==> src/rtl/rr_decode_arbiter.sv <==
// rtl/rr_decode_arbiter.sv - round-robin arbiter driving an encoded index + enable and a one-hot grant
//
// Purpose:
//   Shares one decoded resource (chip-select / write-enable fan-out) among
//   2**EncodeWidth requesters. One requester is granted and held until it
//   signals done or withdraws. A single dead cycle follows each grant so the
//   downstream decoder enable is low between owners. Priority then rotates
//   to the index after the last owner.
//
// Ports:
//   clk      in   1            clock, all state on rising edge
//   rst_n    in   1            asynchronous active-low reset, synchronous release
//   req      in   ReqCount     level request per requester
//   done     in   1            current grantee finished (sampled only while granted)
//   gnt_vld  out  1            grant active (decoder EN)
//   gnt_idx  out  EncodeWidth  encoded grantee (decoder IN), holds last value while idle
//   gnt      out  ReqCount     one-hot grant, zero when gnt_vld is low
//   timeout  out  1            one-cycle pulse when a grant was force-released
//
// Configuration:
//   HOLD_TIMEOUT_EN  when defined, a grant lasting MaxHold cycles without done
//                    or withdraw is force-released and timeout pulses during
//                    the following dead cycle. When undefined, grants are
//                    unbounded and timeout is tied low.

module rr_decode_arbiter #(
  parameter  int EncodeWidth = 4,
  localparam int ReqCount    = 2**EncodeWidth,
  parameter  int MaxHold     = 16,
  localparam int CntWidth    = $clog2(MaxHold + 1)
) (
  input  logic                   clk,
  input  logic                   rst_n,
  input  logic [ReqCount-1:0]    req,
  input  logic                   done,
  output logic                   gnt_vld,
  output logic [EncodeWidth-1:0] gnt_idx,
  output logic [ReqCount-1:0]    gnt,
  output logic                   timeout
);

  typedef enum logic [1:0] {
    IDLE    = 2'd0,
    GRANT   = 2'd1,
    RELEASE = 2'd2
  } state_t;

  state_t                 state, state_nxt;
  logic [EncodeWidth-1:0] idx_q, idx_nxt;
  logic [EncodeWidth-1:0] last_q, last_nxt;
  logic [EncodeWidth-1:0] search_idx;
  logic [EncodeWidth-1:0] cand;
  logic                   limit_hit;
  logic                   release_now;

`ifdef HOLD_TIMEOUT_EN
  logic [CntWidth-1:0] cnt_q, cnt_nxt;
  logic                to_q, to_nxt;
`endif

  // Rotating search: offsets are walked from farthest to nearest so the
  // nearest requester above last_q wins. Offset ReqCount truncates to
  // last_q itself, letting a lone requester re-win after its release.
  always_comb begin
    search_idx = last_q;
    cand       = last_q;
    for (int i = ReqCount; i >= 1; i--) begin
      cand = last_q + EncodeWidth'(i);
      if (req[cand]) search_idx = cand;
    end
  end

`ifdef HOLD_TIMEOUT_EN
  // Counter reads 0 in the first granted cycle, so MaxHold-1 marks the last one.
  assign limit_hit = (cnt_q == CntWidth'(MaxHold - 1));
`else
  assign limit_hit = 1'b0;
`endif

  assign release_now = done | ~req[idx_q] | limit_hit;

  // State register
  always_ff @(posedge clk or negedge rst_n) begin
    if (!rst_n) begin
      state  <= IDLE;
      idx_q  <= '0;
      last_q <= '1;
`ifdef HOLD_TIMEOUT_EN
      cnt_q  <= '0;
      to_q   <= 1'b0;
`endif
    end else begin
      state  <= state_nxt;
      idx_q  <= idx_nxt;
      last_q <= last_nxt;
`ifdef HOLD_TIMEOUT_EN
      cnt_q  <= cnt_nxt;
      to_q   <= to_nxt;
`endif
    end
  end

  // Next-state logic
  always_comb begin
    state_nxt = state;
    idx_nxt   = idx_q;
    last_nxt  = last_q;
    case (state)
      IDLE: begin
        if (|req) begin
          state_nxt = GRANT;
          idx_nxt   = search_idx;
        end
      end
      GRANT: begin
        if (release_now) begin
          state_nxt = RELEASE;
          last_nxt  = idx_q;
        end
      end
      RELEASE: begin
        if (|req) begin
          state_nxt = GRANT;
          idx_nxt   = search_idx;
        end else begin
          state_nxt = IDLE;
        end
      end
      default: state_nxt = IDLE;
    endcase
  end

`ifdef HOLD_TIMEOUT_EN
  // Counter idles at zero, so it is already clear on every entry to GRANT.
  // A release caused by done or withdraw on the limit cycle is not a timeout.
  always_comb begin
    cnt_nxt = (state == GRANT) ? cnt_q + CntWidth'(1) : '0;
    to_nxt  = (state == GRANT) && limit_hit && !done && req[idx_q];
  end
`endif

  // Outputs decode registered state only; there is no input-to-output path.
  always_comb begin
    gnt_vld = (state == GRANT);
    gnt_idx = idx_q;
    gnt     = '0;
    if (state == GRANT) gnt[idx_q] = 1'b1;
`ifdef HOLD_TIMEOUT_EN
    timeout = to_q;
`else
    timeout = 1'b0;
`endif
  end

endmodule

==> config.mk <==
export PLATFORM = sky130hd
export DESIGN_NAME = rr_decode_arbiter
export DESIGN_NICKNAME = d
export VERILOG_FILES = /design/src/rtl/rr_decode_arbiter.sv
export SDC_FILE = /design/constraint.sdc
export NUM_CORES = 1
export LEC_CHECK = 0
export ABC_AREA = 1
export CAP_MARGIN = 10
export CORE_ASPECT_RATIO = 2
export CORE_MARGIN = 1.5
export CORE_UTILIZATION = 55
export DETAILED_ROUTE_END_ITERATION = 6
export PLACE_DENSITY = 0.89
export SLEW_MARGIN = 40
export SYNTH_ARGS = -nofsm -noshare
export SYNTH_HDL_FRONTEND = slang
export SYNTH_SLANG_ARGS = --single-unit
==> constraint.sdc <==
create_clock -name clk -period 3.5 [get_ports clk]
set_input_delay 0.35 -clock clk [delete_from_list [all_inputs] [get_ports clk]]
set_output_delay 0.35 -clock clk [all_outputs]
set_load 0.03 [all_outputs]
== After elaboration in Yosys (flattened, before gate mapping) ==
Index checks and enable logic that the tools add are counted.
Storage, ports and cells
  flip-flop bits (word level): 10
  RAM bits: 0
  bits in read-only memories: 0
  logic and storage cells: 102
  bits in latches: 0
  output and inout bits: 22
  memories: 0
Operators by class
  $mul: 0
  shifts and indexed selects: 0
  $add $sub $neg: 15
  equal/unequal tests: 4
  multiplexer cells: 54
  reduce and logical (&&, ||, !) cells: 7
  div/mod/pow operators: 0
  magnitude comparators: 17
  bitwise gates (word level): 2
Operators by type and width (count)
  4-bit by 5-bit less-than comparator with 1-bit output, second input constant: 16
  1-bit binary-select mux with 4-bit select: 16
  4-bit 2-to-1 mux: 15
  4-bit adder, second input constant: 8
  1-bit 2-to-1 mux: 18
  4-bit by 3-bit adder with 4-bit output, second input constant: 4
  16-bit 2-to-1 mux: 1
  16-bit OR reduction: 1
  4-bit by 2-bit adder with 4-bit output, second input constant: 2
  2-bit one-hot mux with 3 select lines: 1
  2-bit AND reduction: 3
  4-bit by 1-bit adder with 4-bit output, second input constant: 1
  1-bit demux with 4-bit select: 1
  4-bit by 1-bit >= comparator with 1-bit output, second input constant: 1
  2-bit 2-to-1 mux: 2
  2-bit by 1-bit equality test with 1-bit output, second input constant: 1
  2-bit equality test, second input constant: 1
  2-bit logical NOT: 1
  2-bit by 1-bit inequality test with 1-bit output, second input constant: 1
  2-bit inequality test, second input constant: 1
  2-bit OR reduction: 1
  1-bit logical AND: 1
  1-bit inverter: 1
  1-bit OR: 1

== Depth between registers and ports, before layout ==
  depth after elaboration: 18
  depth in mapped cells: 29
  gate-level depth less buffers: 27

== Worst setup path after synthesis ==
Ideal clock, no wire load.
  path kind: flip-flop to flip-flop
  start point: register last_q[0]
  end point: register idx_q[0] (netlist: gnt_idx[0])
  period minus slack after synthesis: 2.801 ns
  setup slack: 0.699 ns
  stages on the path, launching flop included: 26
  path buffers: 3
  setup time: 0.117 ns
  data arrival time: 2.684 ns
  required time: 3.383 ns
  cell sequence: dfstp_2 buf_6 inv_8 buf_12 ha_1 inv_2 buf_2 nand3_1 nand3_1 nand2_2 o21ai_4 nor2_2 nor2_2 nor2_1 nor2_1 nor2_1 o21bai_1 nand2_1 nand2_1 nand2_1 nand2_1 nand2_1 nand2_1 nand3_1 nand3_1 nand2_1
Between the ends
  longest elaborated chain between the ends: 18
RTL lines
  start, declared: RTL line 50  | logic [EncodeWidth-1:0] last_q, last_nxt;
  start signal, assigned: RTL line 95  | last_q <= last_nxt;
  4-bit adder: RTL line 68  | cand = last_q + EncodeWidth'(i);
  1-bit binary-select mux with 4-bit select: RTL line 69  | if (req[cand]) search_idx = cand;
  1-bit 2-to-1 mux (implied by the code): RTL line 69
  4-bit 2-to-1 mux (14 in series): RTL line 69
  4-bit 2-to-1 mux *: RTL line 69
  end signal, assigned: RTL line 94  | idx_q <= idx_nxt;
  end, declared: RTL line 49  | logic [EncodeWidth-1:0] idx_q, idx_nxt;
Every way passes the cells marked *; elsewhere a longest branch is shown, timed or not. The select of a mux whose other input is x is not followed.
A chain may end at the register's enable or synchronous reset.

== Worst setup path after layout ==
Ends and elaborated chain as after synthesis.

==> flow_summary.toml <==
[floorplanning]
coreArea_sq_um = 4130
num_rows = 33
die_x_microns = 49.8
die_area_sq_um = 4800
io_pins = 41
start_util_pct = 58.2
die_y_microns = 96.5

[sta]
hold_viol = 0
worstMarginPinSlew_ns = 0.676
relSlewSlack_pct = 54.9
fmax_mhz = 322
tns_ns = 0
slew_violations = 0
min_period_ns = 3.10
rsz0062_at_grt = "no"
period_share_pct = 88.7
setup_viol = 0
fin_skew_ns = 0.000730

[setup_path]
criticalPathCategory = "register to register"
crit_required_ns = 3.63
rr_worst_depth = 22
end_kind = "register"
cp.arrival_ns = 3.23
crit_path_max_fanout = 24
startpoint_type = "register"

[detailed_routing]
num_vias = 3059
detail_route.vias_per_cell = 5.89
avgRoutedWirePerCell_microns = 16.5
drtAntennaViolNets = 0
wl_microns = 8550
drt_pass1_iterations = 5
drc = 0
drtIter0Drc = 121

[clock_tree]
cts_tree = "yes"
cts_root_buf = "clkbuf_8"
numClockSinks = 10
holdBufCountCts = 0
post_cts_resize_count = 0
clk_pin_slew_ns = 0.05
clkLatencyLatePin_ns = 0.24
htreeDepth = 1
cts_buffer_depth = 2
cts_setup_buffers = 0
cts_buffers = 3

[placed_design]
numPortBuffers = 39
dp_cells = 515
gp_congestion = 1.12
dpl.hpwl_microns = 7030

[final_layout]
fill_cells = 398
antenna_cells = 0
most-common-layout-cells = "149 x nand2_1, 54 x nand3_1, 44 x nor2_1"
drive_gt1_share_pct = 13.7
area_delta_synth_final_pct = 17.5
final_common_cell = "nand2_1"
fin_util_pct = 68.4
fin_cells = 519
nNetsFinal = 494

[yosys]
yosysSeqAreaShare_pct = 10.6
ys.warnings.count = 0
synth_top_area_cell = "nand2_1"
synth_area_leaders = "nand2_1 23%, nand3_1 11%, nor2_1 6.9%"
avgSynthCellArea_sq_um = 5.55
netlist_area_sq_um = 2400
ys_ff_latch = 10
synthesis.nets = 459
ys.flop_type = "dfrtp_1"
synth.top_cell.area_share_pct = 23.3
synth_cells = 433
synth_async_sr_flop_share_pct = 100
synth_edf_count = 0
synthDistinctLibCells = 41

[global_route]
grt-ovfl-total = 0
grt_max_degree = 25
grt_pass1_wl_microns = 13700
grt_pass1_vias = 3048
grt_usage_pct = 37.2
grt_antenna_before_repair = 0

[hold_path]
hp-class = "input pin to async pin"

[status]
outcome = "complete, no violations"

[job]
cap_violations = 0
==> path summary, 6_finish.rpt <==
path	startpoint	end	slack, ns
hold / removal	rst_n	gnt_idx[1]$_DFFE_PN0P_	0.42
hold reg to reg	state[1]$_DFFE_PN0P_	state[0]$_DFFE_PN0P_	0.47
min in group clk	state[1]$_DFFE_PN0P_	state[0]$_DFFE_PN0P_	0.47
max in group asynchronous	rst_n	last_q[3]$_DFFE_PN1P_	2.75
setup reg to reg	last_q[0]$_DFFE_PN1P_	gnt_idx[0]$_DFFE_PN0P_	0.40
setup / recovery	last_q[0]$_DFFE_PN1P_	gnt_idx[0]$_DFFE_PN0P_	0.40
==> synthesized netlist by cell type, types with 2 or more instances <==
master,count
nand2_1,149
nand3_1,54
nor2_1,44
inv_1,40
a21oi_1,30
nand2_2,22
ha_1,7
inv_2,7
dfrtp_1,6
nand3_2,6
o21ai_1,6
o21ai_0,5
a22oi_1,4
buf_4,4
buf_6,4
dfstp_2,4
nand4_1,4
o21ai_2,4
nor2_2,3
buf_2,2
clkbuf_1,2
nor4_1,2
o211ai_1,2
o21bai_1,2
o221ai_1,2
xor2_2,2
xor2_4,2
==> cell type report <==
cell class / instances / area, sq um / area share, %
sequential: 10 / 255 / 9.03
tap: 52 / 65.1 / 2.30
multi-input combinational: 361 / 1830 / 64.9
inverter: 48 / 188 / 6.64
clock buffer: 4 / 55.1 / 1.95
timing repair buffer: 44 / 428 / 15.1
==> critical path, stage by stage, from the launching register on <==
cell	delay (ns)
dfstp_2	0.58
buf_4	0.29
ha_1	0.29
xor2_4	0.27
inv_2	0.12
nand2_2	0.10
nand2_1	0.08
o21ai_2	0.27
nor2_2	0.07
nor2_1	0.09
nor2_1	0.04
nor2_1	0.10
o21bai_1	0.07
nand2_1	0.07
nand2_1	0.05
nand2_1	0.06
nand2_1	0.05
nand2_1	0.05
nand2_1	0.06
nand2_1	0.09
nand2_1	0.07
nand3_1	0.08
nand2_1	0.05
==> registers in the layout, indices dropped and copies added, names as in the netlist <==
| register | count |
|---|---|
| gnt_idx | 4 |
| last_q | 4 |
| state | 2 |
==> layer usage <==
layer  vias to the layer above  wire length, microns  track usage, %
li1                       1465                     -               -
met4                         0                   802            31.5
met2                       202                  4480            73.3
met3                        63                   538            3.08
met1                      1329                  2720            32.6
met5                         -                     0               0
==> metrics by stage <==
step	setup WS [ns]	hold slack [ns]	cell area [sq um]
2_1_floorplan	0.699	0.0544	2400
6_report	0.397	0.423	2830
3_5_place_dp	0.479	0.459	2770
3_3_place_gp	0.518	0.462	2770
4_1_cts	0.465	0.423	2830
5_1_grt	0.204	0.457	2830
==> cells by family (layout without fill, tap and decap cells) <==
kind of cell,after synthesis,in the layout,synth area share [%]
other,1,1,0.156
AO/OA/AOI/OAI,63,63,16.4
AND/OR/NAND/NOR,286,286,52.4
XOR/XNOR,4,4,3.64
flip-flops,10,10,10.6
buffers and inverters,62,96,13.1
adder cells (fa/ha/maj),7,7,3.64
Power is left out: the tool's default activity adds up to more than one toggle a clock period on the data nets, which glitch-free logic cannot reach.
